<file path="config.mk">
export PLATFORM = sky130hd
export DESIGN_NAME = lc3_regfile_sb
export DESIGN_NICKNAME = d
export VERILOG_FILES = /design/src/rtl/lc3_regfile_sb.sv
export SDC_FILE = /design/constraint.sdc
export NUM_CORES = 1
export LEC_CHECK = 0
export CAP_MARGIN = 25
export CORE_UTILIZATION = 50
export DETAILED_ROUTE_END_ITERATION = 8
export GPL_TIMING_DRIVEN = 0
export PLACE_DENSITY_LB_ADDON = 0.25
export REMOVE_ABC_BUFFERS = 1
export SYNTH_ARGS = -nofsm -noshare
export SYNTH_HDL_FRONTEND = slang
export SYNTH_SLANG_ARGS = --single-unit
</file>
<file path="constraint.sdc">
create_clock -name clk -period 2.7 [get_ports clk]
set_clock_uncertainty 0.1 [all_clocks]
set_input_delay 0.27 -clock clk [delete_from_list [all_inputs] [get_ports clk]]
set_output_delay 0.27 -clock clk [all_outputs]
set_load 0.02 [all_outputs]
</file>
<file path="src/rtl/lc3_regfile_sb.sv">
// rtl/lc3_regfile_sb.sv - LC-3 multi-port register file with issue scoreboard and bulk-clear sequencer.
// Optional macro LC3_RF_BYPASS_EN enables write-port to read-port forwarding.
module lc3_regfile_sb #(
    parameter int DW   = 16,
    parameter int NREG = 8,
    parameter int AW   = 3,
    parameter int NRD  = 2
) (
    input  logic              clk,
    input  logic              rst,
    input  logic              we0,
    input  logic [AW-1:0]     wa0,
    input  logic [DW-1:0]     wd0,
    input  logic              we1,
    input  logic [AW-1:0]     wa1,
    input  logic [DW-1:0]     wd1,
    input  logic [NRD*AW-1:0] ra,
    output logic [NRD*DW-1:0] rd,
    output logic [NRD-1:0]    rd_busy,
    input  logic              rsv_en,
    input  logic [AW-1:0]     rsv_addr,
    output logic [NREG-1:0]   busy,
    input  logic              clr_req,
    output logic              clr_busy,
    input  logic [AW-1:0]     dis_sel,
    output logic [DW-1:0]     dis_data
);

    typedef enum logic {
        IDLE  = 1'b0,
        CLEAR = 1'b1
    } state_t;

    state_t          state;
    state_t          state_nxt;
    logic [DW-1:0]   mem [NREG];
    logic [AW-1:0]   cnt;
    logic [NREG-1:0] busy_nxt;
    logic            idle;

    assign idle     = (state == IDLE);
    assign clr_busy = (state == CLEAR);
    assign dis_data = mem[dis_sel];

    always_comb begin
        state_nxt = state;
        case (state)
            IDLE:    if (clr_req) state_nxt = CLEAR;
            CLEAR:   if (cnt == AW'(NREG - 1)) state_nxt = IDLE;
            default: state_nxt = IDLE;
        endcase
    end

    // Reserve is applied last so a newly issued producer keeps the register busy.
    always_comb begin
        busy_nxt = busy;
        if (idle) begin
            if (clr_req) busy_nxt = '0;
            if (we0)     busy_nxt[wa0] = 1'b0;
            if (we1)     busy_nxt[wa1] = 1'b0;
            if (rsv_en)  busy_nxt[rsv_addr] = 1'b1;
        end
    end

    always_ff @(posedge clk or negedge rst) begin
        if (!rst) begin
            state <= IDLE;
            cnt   <= '0;
            busy  <= '0;
            for (int i = 0; i < NREG; i++) mem[i] <= '0;
        end else begin
            state <= state_nxt;
            busy  <= busy_nxt;
            if (idle) begin
                if (clr_req) cnt <= '0;
                // Port 0 is written last so it wins a same-address collision.
                if (we1) mem[wa1] <= wd1;
                if (we0) mem[wa0] <= wd0;
            end else begin
                mem[cnt] <= '0;
                cnt      <= cnt + AW'(1);
            end
        end
    end

    for (genvar k = 0; k < NRD; k++) begin : g_rd
        logic [AW-1:0] rak;
        assign rak = ra[k*AW +: AW];
`ifdef LC3_RF_BYPASS_EN
        logic hit0;
        logic hit1;
        assign hit0 = idle && we0 && (wa0 == rak);
        assign hit1 = idle && we1 && (wa1 == rak);
        assign rd[k*DW +: DW] = hit0 ? wd0 : (hit1 ? wd1 : mem[rak]);
        assign rd_busy[k]     = idle && busy[rak] && !hit0 && !hit1;
`else
        assign rd[k*DW +: DW] = mem[rak];
        assign rd_busy[k]     = idle && busy[rak];
`endif
    end

endmodule

</file>
* Word level (Yosys, flattened, before mapping) *
Cells that the tools add are included.

cells by class
  reduce and logical (&&, ||, !) cells = 9
  $lt $le $gt $ge = 17
  mux-type cells = 43
  equal/unequal tests = 1
  add/sub/neg operators = 1
  bitwise operators = 14

operators by type and width
  cell                                                               number
  two-way mux 128 bit                                                4
  bitwise mux 128 bit                                                2
  binary-select mux 16 bit (select 3 bit)                            3
  demux 16 bit (select 3 bit)                                        3
  two-way mux 16 bit                                                 9
  bitwise AND 128 bit                                                1
  NOT 128 bit                                                        1
  two-way mux 8 bit                                                  7
  greater-or-equal comparator 4 bit, second input constant           6
  NOT 3 -> 4 bit                                                     6
  less-than comparator 3 x 4 -> 1 bit, second input constant         5
  bitwise AND 8 bit                                                  2
  NOT 8 bit                                                          2
  less-than comparator 4 x 1 -> 1 bit, second input constant         3
  demux 1 bit (select 3 bit)                                         3
  greater-or-equal comparator 3 x 1 -> 1 bit, second input constant  3
  logical AND 1 bit                                                  8
  bitwise OR 8 bit                                                   1
  two-way mux 1 bit                                                  7
  binary-select mux 1 bit (select 3 bit)                             2
  two-way mux 3 bit                                                  2
  adder 3 x 1 -> 3 bit, second input constant                        1
  == test 3 bit, second input constant                               1
  case mux 1 bit (2 select lines)                                    1
  2 further kinds                                                    2

word-level totals
  bits of input ports = 56
  flip-flop bits (word level) = 140
  word-level logic and storage cells = 96
  output and inout bits = 59

* Longest topological paths before layout *
Gate-level depths: netlist of the first run.

  word-level depth = 13
  gate-level depth with buffers = 7
  depth with buffers taken out = 4

* Least setup slack after synthesis of the first run *
Ideal clock, no wire load.

  path type = in2out
  start = in dis_sel[1]
  end = out dis_data[10]
  stages on the path = 4
  path buffers = 2
  setup slack = 0.871 ns
  arrival time = 1.459 ns
  cell sequence = clkbuf_1 buf_1 mux4_2 mux2_2

on the way
  word-level cells in the longest chain between the ends = 4

ends and longest elaborated chain
  element                                                RTL line  RTL
  start, declared                                        25        input logic [AW-1:0] dis_sel,
  NOT 3 -> 4 bit (not written as such)                   43        assign dis_data = mem[dis_sel];
  binary-select mux 16 bit (select 3 bit)                43
  two-way mux 16 bit (not written as such) (2 in a row)  43
  end, declared                                          26        output logic [DW-1:0] dis_data

Every way passes these cells. The select of a mux whose other input is x is not followed.

* Worst setup path in the final report of the first run *
  start = in wa0[2]
  end = reg mem[19] (netlist name)

on the way
  word-level cells in the longest chain between the ends = 8
  elaborated cells between the ends (all ways) = 9
  classes of those cells = order compare: 2; mux: 5; bitwise: 1; reduce/logical: 1

ends and longest elaborated chain
  element                                                                                                                RTL line  RTL
  start, declared                                                                                                        12        input logic [AW-1:0] wa0,
  NOT 3 -> 4 bit (not written as such) (*)                                                                               78        if (we0) mem[wa0] <= wd0;
  greater-or-equal comparator 4 bit (not written as such) / less-than comparator 4 x 1 -> 1 bit (equally long branches)  78
  logical AND 1 bit (not written as such)                                                                                78
  two-way mux 16 bit (not written as such)                                                                               78
  demux 16 bit (select 3 bit) (*)                                                                                        78
  bitwise mux 128 bit (*)                                                                                                78
  two-way mux 128 bit (*)                                                                                                78
  two-way mux 128 bit (*)                                                                                                74        if (idle) begin
  end signal, assigned by index                                                                                          77        if (we1) mem[wa1] <= wd1;
  end signal, assigned by index                                                                                          78
  end, declared                                                                                                          36        logic [DW-1:0] mem [NREG];

Every way passes the cells marked *; elsewhere a longest branch is shown, timed or not.
A chain may end at the register's enable or synchronous reset.

==> results of run 1 <==
-- Yosys cell counts (all sizes together), types with 3 or more instances --
master   count
clkbuf      80
nor3b        3
o21ai        4
nand3      118
mux2        48
o2111ai    135
a32oi       63
nand2       32
nor4b        3
dfrtp      140
nand4bb      3
nand3b       7
buf        118
nand4b       3
nor2       132
nand2b      18
or3b         7
and3b        3
a22oi       64
nor2b       21
mux4       100
and4bb       3
o211ai     135
-- registers in the layout, indices dropped and copies added, names as in the netlist --
register and cells:
clr_busy 1, cnt 3, mem 128, busy 8
-- cell usage in the layout (no fill, tap or decap), drive strengths merged, types with 48 or more instances in the layout --
master         synthesis  routed
o211ai               135     135
mux4                 100     100
nor2                 132     132
mux2                  48      48
clkdlybuf4s50          0     103
dfrtp                140     140
buf                  118      61
nand3                118     118
a22oi                 64      64
a32oi                 63      63
o2111ai              135     135
-- layer usage --
metal,track usage [%],vias up
met5,0,-
met4,21.96,0
met3,14.46,276
met2,57.62,1256
met1,53.32,6384
li1,-,5173
-- how the worst max path moves through the flow --
stage | start | to | slack, ns | cells past startpoint
finish | wa0[2] | mem[19] | -0.02 | 4
global route | wa0[0] | mem[106] | -0.01 | 5
CTS | ra[3] | rd[26] | 0.007 | 5
detailed placement | wa0[2] | mem[22] | -0.39 | 5
global placement | clr_busy | mem[77] | -11.44 | 3
floorplan | clr_busy | mem[109] | -4.46 | 3
-- power by group through the flow --
| stage | registers [W] | clock network [W] | logic, W |
|---|---|---|---|
| 6_report | 0.00408 | 0.00265 | 0.00641 |
| 5_1_grt | 0.00420 | 0.00271 | 0.00666 |
| 4_1_cts | 0.00405 | 0.00262 | 0.00610 |
| 3_5_place_dp | 0.00413 | 0 | 0.00595 |
| 3_3_place_gp | 0.00401 | 0 | 0.00506 |
| 2_1_floorplan | 0.00391 | 0 | 0.00345 |
-- stage by stage --
| step | std cells | TNS, ns | worst slack (ns) | total power (W) | util (%) |
|---|---|---|---|---|---|
| 2_1_floorplan | 1062 | -558.82 | -4.460 | 0.007361 | - |
| 3_3_place_gp | 1500 | -2273.98 | -11.44 | 0.009074 | 53.51 |
| 3_5_place_dp | 1539 | -38.88 | -0.3873 | 0.01008 | 56.85 |
| 4_1_cts | 1574 | 0 | 0.006844 | 0.01277 | 59.62 |
| 5_1_grt | 1587 | -0.01436 | -0.01436 | 0.01358 | 60.42 |
| 6_report | 1587 | -0.03666 | -0.02034 | 0.01314 | 60.42 |
-- layout make-up --
cell class	instances	area share [%]
clock buffers	20	3.148
clock inverters	12	1.131
inverters	2	0.08441
multi-input cells	921	54.76
flip-flops and latches	140	23.66
well taps	324	2.735
repair buffers	168	14.48
-- kinds of logic (layout without fill, tap and decap cells) --
family	Yosys count	count (layout)	synth area share (%)
compound gates	406	406	26.58
fa+ha+maj	2	2	0.1987
buf+inv	200	202	8.078
flops	140	140	27.82
mux	150	150	22.40
simple gates	362	363	14.92
-- worst max-delay path: stages --
cell and delay [ns]:
clkdlybuf4s50_1 1.09, and3b_1 1.11, a22oi_1 0.24, o211ai_1 0.24
-- timing repair --
action,CTS,global route
buffers inserted,1,9
resized for setup,8,3
setup endpoints to repair,111,71
hold buffers,1,0
hold endpoints to repair,68,0
pin swaps,0,2
cloned,1,0
==> flow_metrics.py, run 1 <==
metrics = {
    "synthesis": {
        "synth-edff-count": 0,
        "async_flop_share_pct": 100.0,
        "synth_top_cell_area_share_pct": 27.82,
        "yosys-top-cells-area": "dfrtp_1 (28%), mux4_2 (18%), o2111ai_1 (8.7%), o211ai_1 (8.0%), nand3_1 (4.7%)",
        "synth_seq_cells": 140,
        "synthDistinctLibCells": 45,
        "syn-cell-area_mm2": 0.01259,
        "ys_seq_area_share_pct": 27.82,
        "syn_inst": 1260,
        "ys_warn_count": 0,
        "synth_ff_type": "dfrtp_1",
        "synth_top_area_cell": "dfrtp_1",
        "postSynthAreaPerCell_um2": 9.994,
    },
    "final_layout": {
        "regArea_mm2": 0.003507,
        "nets": 1308,
        "num-fill-cells": 2047,
        "drive_gt1_share_pct": 21.46,
        "antennaDiodeCount": 0,
        "final_area_mm2": 0.01482,
        "multi_input_area_mm2": 0.008118,
        "syn_to_final_growth_pct": 17.72,
    },
    "sta": {
        "max_slew_margin_pct": 18.63,
        "worst_slew_pin_slew_ns": 1.221,
        "layout_min_cycle_time_ns": 2.720,
        "setup_violations": 3,
        "max_freq_mhz": 367.6,
        "hold_violations": 0,
        "whs_ns": 0.3206,
        "maxSlewViolCount": 0,
        "period_share_pct": 100.8,
        "setup_slack_ns": -0.02034,
    },
    "hold_path": {
        "holdCritPathClass": "in2async",
    },
    "floorplanning": {
        "start_util_pct": 51.33,
        "fp.dieW_um": 160.7,
        "fp.coreArea_mm2": 0.02453,
        "die_h_um": 160.7,
        "rows": 57,
        "die-area_mm2": 0.02582,
        "io_pins": 115,
    },
    "clock_tree": {
        "clock_path_buffers": 2,
        "ctsHtreeMaxLevel": 4,
        "cts_root_buffer": "clkbuf_16",
        "clk_pin_slew_worst_paths_ns": 0.06,
        "cts_tree": "built",
        "cts_sinks": 140,
        "cts_made_buffers": 17,
        "clk-insertion-delay-late_ns": 0.44,
    },
    "routing": {
        "drt-met1-wl_um": 18410,
        "routed_via_density": 8.248,
        "post_drt_wl_per_cell_um": 32.91,
        "initialDrtViolationCount": 2212,
        "routed-wl-met2_um": 22130,
        "wirelength_um": 52230,
        "wl_met3_um": 8479,
        "vias": 13090,
        "drtPass1Iterations": 6,
        "antenna_left": 0,
        "routed.top_layer": "met4",
        "drc": 0,
    },
    "power": {
        "power.switching_w": 0.005645,
        "switching_share_pct": 42.96,
        "seq_power_share_pct": 31.0,
        "p_per_area_mw_per_mm2": 886.4,
        "p_clk_share_pct": 20.2,
        "p_int_w": 0.007495,
        "peakVddDrop_uv": 574.8,
        "p_leak_nw": 5.045,
        "combPwrFrac_pct": 48.8,
    },
    "global_route": {
        "grt-ovfl-total": 0,
        "grt_max_degree": 78,
        "grt_pass1_vias": 12440,
        "antenna_found_initial": 0,
        "grt_use_total_pct": 40.33,
        "grt_first_pass_wirelength_um": 77450,
    },
    "worst_setup_path": {
        "reg2reg_depth": 6,
        "cp-start-kind": "input port",
        "crit_arrival_ns": 2.97,
        "endpoint_kind": "register",
        "reg2reg_to": "mem[19]",
        "worstPathRequired_ns": 2.95,
        "path_class": "in2reg",
        "rrSetupSlack_ns": 0.09,
        "r2r_start": "clr_busy",
        "critPathMaxFanout": 21,
    },
    "status": {
        "status": "finished with violations",
        "violations": "negative setup slack",
    },
    "place": {
        "dp_hpwl_um": 30130,
        "place.gp.congestion": 0.8187,
        "place_area_mm2": 0.01395,
        "io_buffers": 114,
    },
    "flow_run": {
        "drv_cap": 0,
    },
}
(Power assumes the default switching activity.)
==> run 2, diff against run 1 <==
Settings changed: CELL_PAD_IN_SITES_DETAIL_PLACEMENT set to 1, CELL_PAD_IN_SITES_GLOBAL_PLACEMENT set to 2, CORE_UTILIZATION 50 to 41, PLACE_DENSITY_LB_ADDON 0.25 to 0.1.
==> run 2 against run 1 <==
Largest power group unchanged. Setup slack better by 0.041 ns. The flow now finishes without violations. Final cell count is 3.8% higher. Worst hold slack worse by 0.027 ns. Sequential share of layout area is 0.068 points lower. Final area is 0.29% higher.
==> flow_metrics.py, run 2 (synthesized netlist as in run 1, its figures left out) <==
metrics = {
    "status": {
        "status": "finished, final reports clean",
    },
    "worst_setup_path": {
        "worstPathRequired_ns": 2.91,
        "path_class": "in2reg",
        "r2r_start": "clr_busy",
        "crit_arrival_ns": 2.89,
        "startpoint": "wa1[1]",
        "cp-start-kind": "input port",
        "crit_chain": "clkdlybuf4s50_1 -> nand4b_2 -> o2111ai_1 -> o211ai_1",
        "endpoint_kind": "register",
        "slowest_delay_ns": 1.02,
        "slowest_stage": "nand4b_2",
        "critPathMaxFanout": 18,
    },
    "global_route": {
        "grt_max_degree": 80,
        "grt_use_total_pct": 36.69,
        "grt_first_pass_wirelength_um": 84400,
        "antenna_found_initial": 0,
        "use_met1_pct": 50.54,
        "grt-ovfl-total": 0,
        "met2_usage_pct": 56.69,
        "grt_pass1_vias": 12890,
        "grtUsageMet3_pct": 6.443,
        "gr-max-usage-layer": "met2",
    },
    "place": {
        "io_buffers": 114,
        "dp_hpwl_um": 34930,
        "place_area_mm2": 0.01410,
        "place.gp.congestion": 0.7471,
    },
    "sta": {
        "max_slew_margin_pct": 23.78,
        "period_share_pct": 99.22,
        "layout_min_cycle_time_ns": 2.679,
        "hold_violations": 0,
        "max_freq_mhz": 373.3,
        "worst_slew_pin_slew_ns": 1.143,
        "rsz0062_at_grt": "no",
        "maxSlewViolCount": 0,
        "setup_violations": 0,
        "whs_ns": 0.2937,
    },
    "floorplanning": {
        "die-area_mm2": 0.03142,
        "io_pins": 115,
        "rows": 63,
        "fp.dieW_um": 177.3,
        "start_util_pct": 42.04,
        "die_h_um": 177.3,
        "fp.coreArea_mm2": 0.02995,
    },
    "clock_tree": {
        "clk-insertion-delay-late_ns": 0.44,
        "ctsHtreeMaxLevel": 4,
        "cts_root_buffer": "clkbuf_16",
        "cts_tree": "built",
        "cts_sinks": 140,
        "cts_made_buffers": 17,
        "clock_path_buffers": 2,
        "clk_pin_slew_worst_paths_ns": 0.07,
    },
    "flow_run": {
        "drv_cap": 0,
    },
    "routing": {
        "wirelength_um": 57120,
        "antenna_left": 0,
        "initialDrtViolationCount": 1515,
        "routed_via_density": 7.785,
        "drc": 0,
        "post_drt_wl_per_cell_um": 34.66,
        "vias": 12830,
        "drtPass1Iterations": 5,
    },
    "power": {
        "p_per_area_mw_per_mm2": 890.7,
        "seq_power_share_pct": 31.6,
        "power.total_w": 0.01324,
        "switching_share_pct": 43.70,
        "power.switching_w": 0.005786,
        "p_clk_share_pct": 20.3,
        "combPwrFrac_pct": 48.0,
        "p_int_w": 0.007454,
        "p_leak_nw": 5.025,
        "peakVddDrop_uv": 504.2,
    },
    "final_layout": {
        "antennaDiodeCount": 0,
        "largest_register_ffs": 128,
        "reg_top3": "mem x128, busy x8, cnt x3",
        "final_common_cell": "dfrtp_1",
        "final_cell_mix": "dfrtp_1 (139), o211ai_1 (135), nor2_1 (132)",
        "drive_gt1_share_pct": 21.38,
        "top_register": "mem",
        "final_area_mm2": 0.01487,
        "nets": 1303,
        "num-fill-cells": 3179,
        "syn_to_final_growth_pct": 18.05,
    },
    "hold_path": {
        "holdCritPathClass": "in2async",
    },
}
run 2: cell count changes in the layout (fill, tap and decap cells not counted), moves of 2 or more:
cell,previous run,this run
clkinv_2,5,1
buf_12,13,10
buf_16,16,18
clkbuf_8,3,1
clkinv_4,0,2
nand4bb_1,3,1
nand4bb_2,0,2
run 2: final cells by class:
class | instances | area (µm²) | area share [%]
clock buffer | 19 | 442.9 | 2.980
clock inverter | 13 | 190.2 | 1.279
inverter | 2 | 15.01 | 0.1010
multi-input combinational | 920 | 8112 | 54.57
sequential | 140 | 3507 | 23.59
tap | 390 | 488.0 | 3.283
timing repair buffer | 164 | 2111 | 14.20
run 2: metrics by stage:
step	setup TNS (ns)	instances	worst slack (ns)	utilization, %
2_1_floorplan	-558.82	1062	-4.460	-
3_3_place_gp	-2533.46	1566	-12.93	44.11
5_1_grt	0	1648	0.005258	49.63
4_1_cts	0	1641	0.001720	49.31
6_report	0	1648	0.02111	49.63
3_5_place_dp	-38.77	1607	-0.4461	47.07
run 2: timing repair:
item / in CTS / in global routing
resized for setup: 8 / 2
endpoints found under the setup margin: 49 / 87
pin swaps: 2 / 2
hold endpoints to repair: 62 / 0
setup buffers: 1 / 7
cloned: 0 / 0
hold buffers: 1 / 0
run 2: final timing paths:
path                             to  slack (ns)  depth (start not counted)
setup / recovery            mem[72]        0.02                          4
hold / removal              mem[34]        0.29                          2
setup reg to reg            mem[43]        0.10                          3
hold reg to reg             busy[0]        0.49                          1
max in group asynchronous   mem[61]        1.34                          3
min in group clk           mem[103]        0.43                          3
run 2: power groups by stage:
| stage | registers, W | clock network [W] | logic [W] |
|---|---|---|---|
| 3_3_place_gp | 0.00387 | 0 | 0.00475 |
| 5_1_grt | 0.00434 | 0.00278 | 0.00669 |
| 2_1_floorplan | 0.00391 | 0 | 0.00345 |
| 4_1_cts | 0.00421 | 0.00270 | 0.00618 |
| 3_5_place_dp | 0.00424 | 0 | 0.00614 |
| 6_report | 0.00419 | 0.00269 | 0.00636 |
run 2: worst max-delay path: cells and delay by family:
kind,cells,cell delay (ns)
AND/OR/NAND/NOR,1,1.02
buffers and inverters,1,0.96
AO/OA/AOI/OAI,2,0.64
run 2: layer usage:
| metal | vias to the layer above | routed length [µm] | share of wire (%) |
|---|---|---|---|
| li1 | 5158 | - | - |
| met1 | 6664 | 23400 | 41 |
| met2 | 846 | 26270 | 46 |
| met3 | 162 | 5300 | 9.3 |
| met4 | 0 | 2147 | 3.8 |
| met5 | - | 0 | 0 |
==> run 3, diff against run 2 <==
Settings changed: CORE_UTILIZATION 41 to 38.
Clock period 2.7 ns to 2.9 ns, I/O delays scaled along.
==> run 3 against run 2 <==
Sequential share of layout area rose by 0.13 points. Sequential power fell by 7.6%. Combinational power fell by 6.8%. Flip-flop and latch count did not move. First-iteration DRC count fell by 16%. Final cell count rose by 2.8%. Clock-buffer cell count rose by 4. Global-route usage fell by 1.6 points. Largest power group unchanged.
==> flow_metrics.py, run 3 (synthesized netlist as in run 1, its figures left out) <==
metrics = {
    "status": {
        "status": "finished, final reports clean",
    },
    "global_route": {
        "grt_pass1_vias": 12840,
        "antenna_found_initial": 0,
        "grt_use_total_pct": 35.12,
        "grt_max_degree": 104,
        "grt_first_pass_wirelength_um": 86150,
        "grt-ovfl-total": 0,
    },
    "routing": {
        "antenna_left": 0,
        "wirelength_um": 57950,
        "routed_via_density": 7.407,
        "drc": 0,
        "initialDrtViolationCount": 1279,
        "drtPass1Iterations": 5,
        "post_drt_wl_per_cell_um": 34.21,
        "vias": 12550,
    },
    "clock_tree": {
        "cts_made_buffers": 17,
        "clock_path_buffers": 2,
        "clk_pin_slew_worst_paths_ns": 0.06,
        "cts_sinks": 140,
        "cts_tree": "built",
        "clk-insertion-delay-late_ns": 0.45,
        "cts_root_buffer": "clkbuf_16",
        "ctsHtreeMaxLevel": 4,
    },
    "sta": {
        "fin_tns_setup_ns": 0,
        "max_slew_margin_pct": 20.89,
        "setup_slack_ns": 0.04985,
        "setup_violations": 0,
        "hold_violations": 0,
        "max_freq_mhz": 350.9,
        "worst_slew_pin_slew_ns": 1.187,
        "maxSlewViolCount": 0,
        "layout_min_cycle_time_ns": 2.850,
        "rsz0062_at_grt": "no",
        "period_share_pct": 98.28,
    },
    "worst_setup_path": {
        "cp-start-kind": "register",
        "worstPathRequired_ns": 3.17,
        "slowest_stage": "and4bb_2",
        "path_class": "reg2reg",
        "slowest_delay_ns": 1.11,
        "endpoint_kind": "register",
        "crit_arrival_ns": 3.12,
        "critPathMaxFanout": 69,
        "crit_chain": "buf_16 -> and4bb_2 -> a32oi_1 -> o211ai_1",
    },
    "final_layout": {
        "fin_util_pct": 45.44,
        "drive_gt1_share_pct": 21.09,
        "final_area_mm2": 0.01479,
        "antennaDiodeCount": 0,
        "final_common_cell": "dfrtp_1",
        "final_cell_mix": "dfrtp_1 (139), o211ai_1 (135), nor2_1 (132)",
        "reg_top3": "mem x128, busy x8, cnt x3",
        "syn_to_final_growth_pct": 17.42,
        "largest_register_ffs": 128,
        "top_register": "mem",
        "nets": 1299,
    },
    "floorplanning": {
        "die_h_um": 184.0,
        "fp.coreArea_mm2": 0.03254,
        "io_pins": 115,
        "start_util_pct": 38.70,
        "rows": 66,
        "die-area_mm2": 0.03387,
        "fp.dieW_um": 184.0,
    },
    "power": {
        "switching_share_pct": 43.84,
        "peakVddDrop_uv": 530.0,
        "combPwrFrac_pct": 49.0,
        "p_leak_nw": 4.965,
        "seq_power_share_pct": 32.0,
        "p_int_w": 0.006792,
        "power.total_w": 0.01209,
        "power.switching_w": 0.005301,
        "p_per_area_mw_per_mm2": 817.9,
        "p_clk_share_pct": 18.9,
    },
    "place": {
        "place_area_mm2": 0.01415,
        "place_ws_ns": -0.3824,
        "place.gp.congestion": 0.7696,
        "dp_hpwl_um": 35150,
        "io_buffers": 114,
    },
    "flow_run": {
        "drv_cap": 0,
    },
    "hold_path": {
        "holdCritPathClass": "in2async",
    },
}
[run 3: changes by cell type in the layout (fill, tap and decap cells not counted), sizes merged]
cell / previous run / this run
clkbuf: 19 / 23
inv: 4 / 2
buf: 59 / 56
dlygate4sd2: 1 / 0
clkinvlp: 4 / 2
bufinv: 4 / 2
[run 3: per-stage QoR]
stage	cells	hold slack, ns
2_1_floorplan	1062	-0.1056
3_3_place_gp	1618	0.4417
3_5_place_dp	1660	0.1031
4_1_cts	1691	0.2277
5_1_grt	1694	0.2432
6_report	1694	0.2111
[run 3: power groups by stage]
stage | clock (W) | combinational (W) | sequential, W
after global placement | 0 | 0.00451 | 0.00360
after detailed placement | 0 | 0.00586 | 0.00386
after CTS | 0.00230 | 0.00588 | 0.00383
after floorplan | 0 | 0.00321 | 0.00364
after global routing | 0.00237 | 0.00625 | 0.00401
final | 0.00229 | 0.00593 | 0.00387
[run 3: per-layer routing]
layer	vias to the layer above	part of all wire (%)	track usage, %	wire length [µm]
li1	5138	-	-	-
met1	6501	42	47.52	24120
met2	762	46	53.91	26630
met3	147	8.9	7.845	5171
met4	0	3.5	15.00	2029
met5	-	0	0	0
[run 3: worst paths after layout]
check / startpoint / end / slack (ns) / cells after the start
setup reg to reg: clr_busy / mem[64] / 0.05 / 4
hold / removal: rst / mem[36] / 0.21 / 2
setup / recovery: clr_busy / mem[64] / 0.05 / 4
min in group clk: wa1[0] / mem[78] / 0.30 / 3
max in group asynchronous: rst / mem[102] / 1.51 / 3
hold reg to reg: busy[0] / busy[0] / 0.46 / 1
[run 3: worst max-delay path: cells and delay by family, from the launching register on]
family | cells | cell delay [ns]
buf+inv | 1 | 0.31
simple gates | 1 | 1.11
flops | 1 | 0.70
compound gates | 2 | 0.47
[run 3: area by class of cell]
cell class	count	area, µm²
Inverter	2	12.51
Clock buffer	23	478.0
Fill cell	3510	17750
Multi-Input combinational cell	920	8117
Sequential cell	140	3507
Timing Repair Buffer	160	2028
Clock inverter	7	90.09
Tap cell	442	553.0
[run 3: what timing repair did]
action / CTS / global route
endpoints found under the hold margin: 37 / 0
setup endpoints to repair: 9 / 14
setup buffers: 0 / 1
pin swaps: 0 / 1
gates resized for setup: 1 / 1
hold buffers: 1 / 0
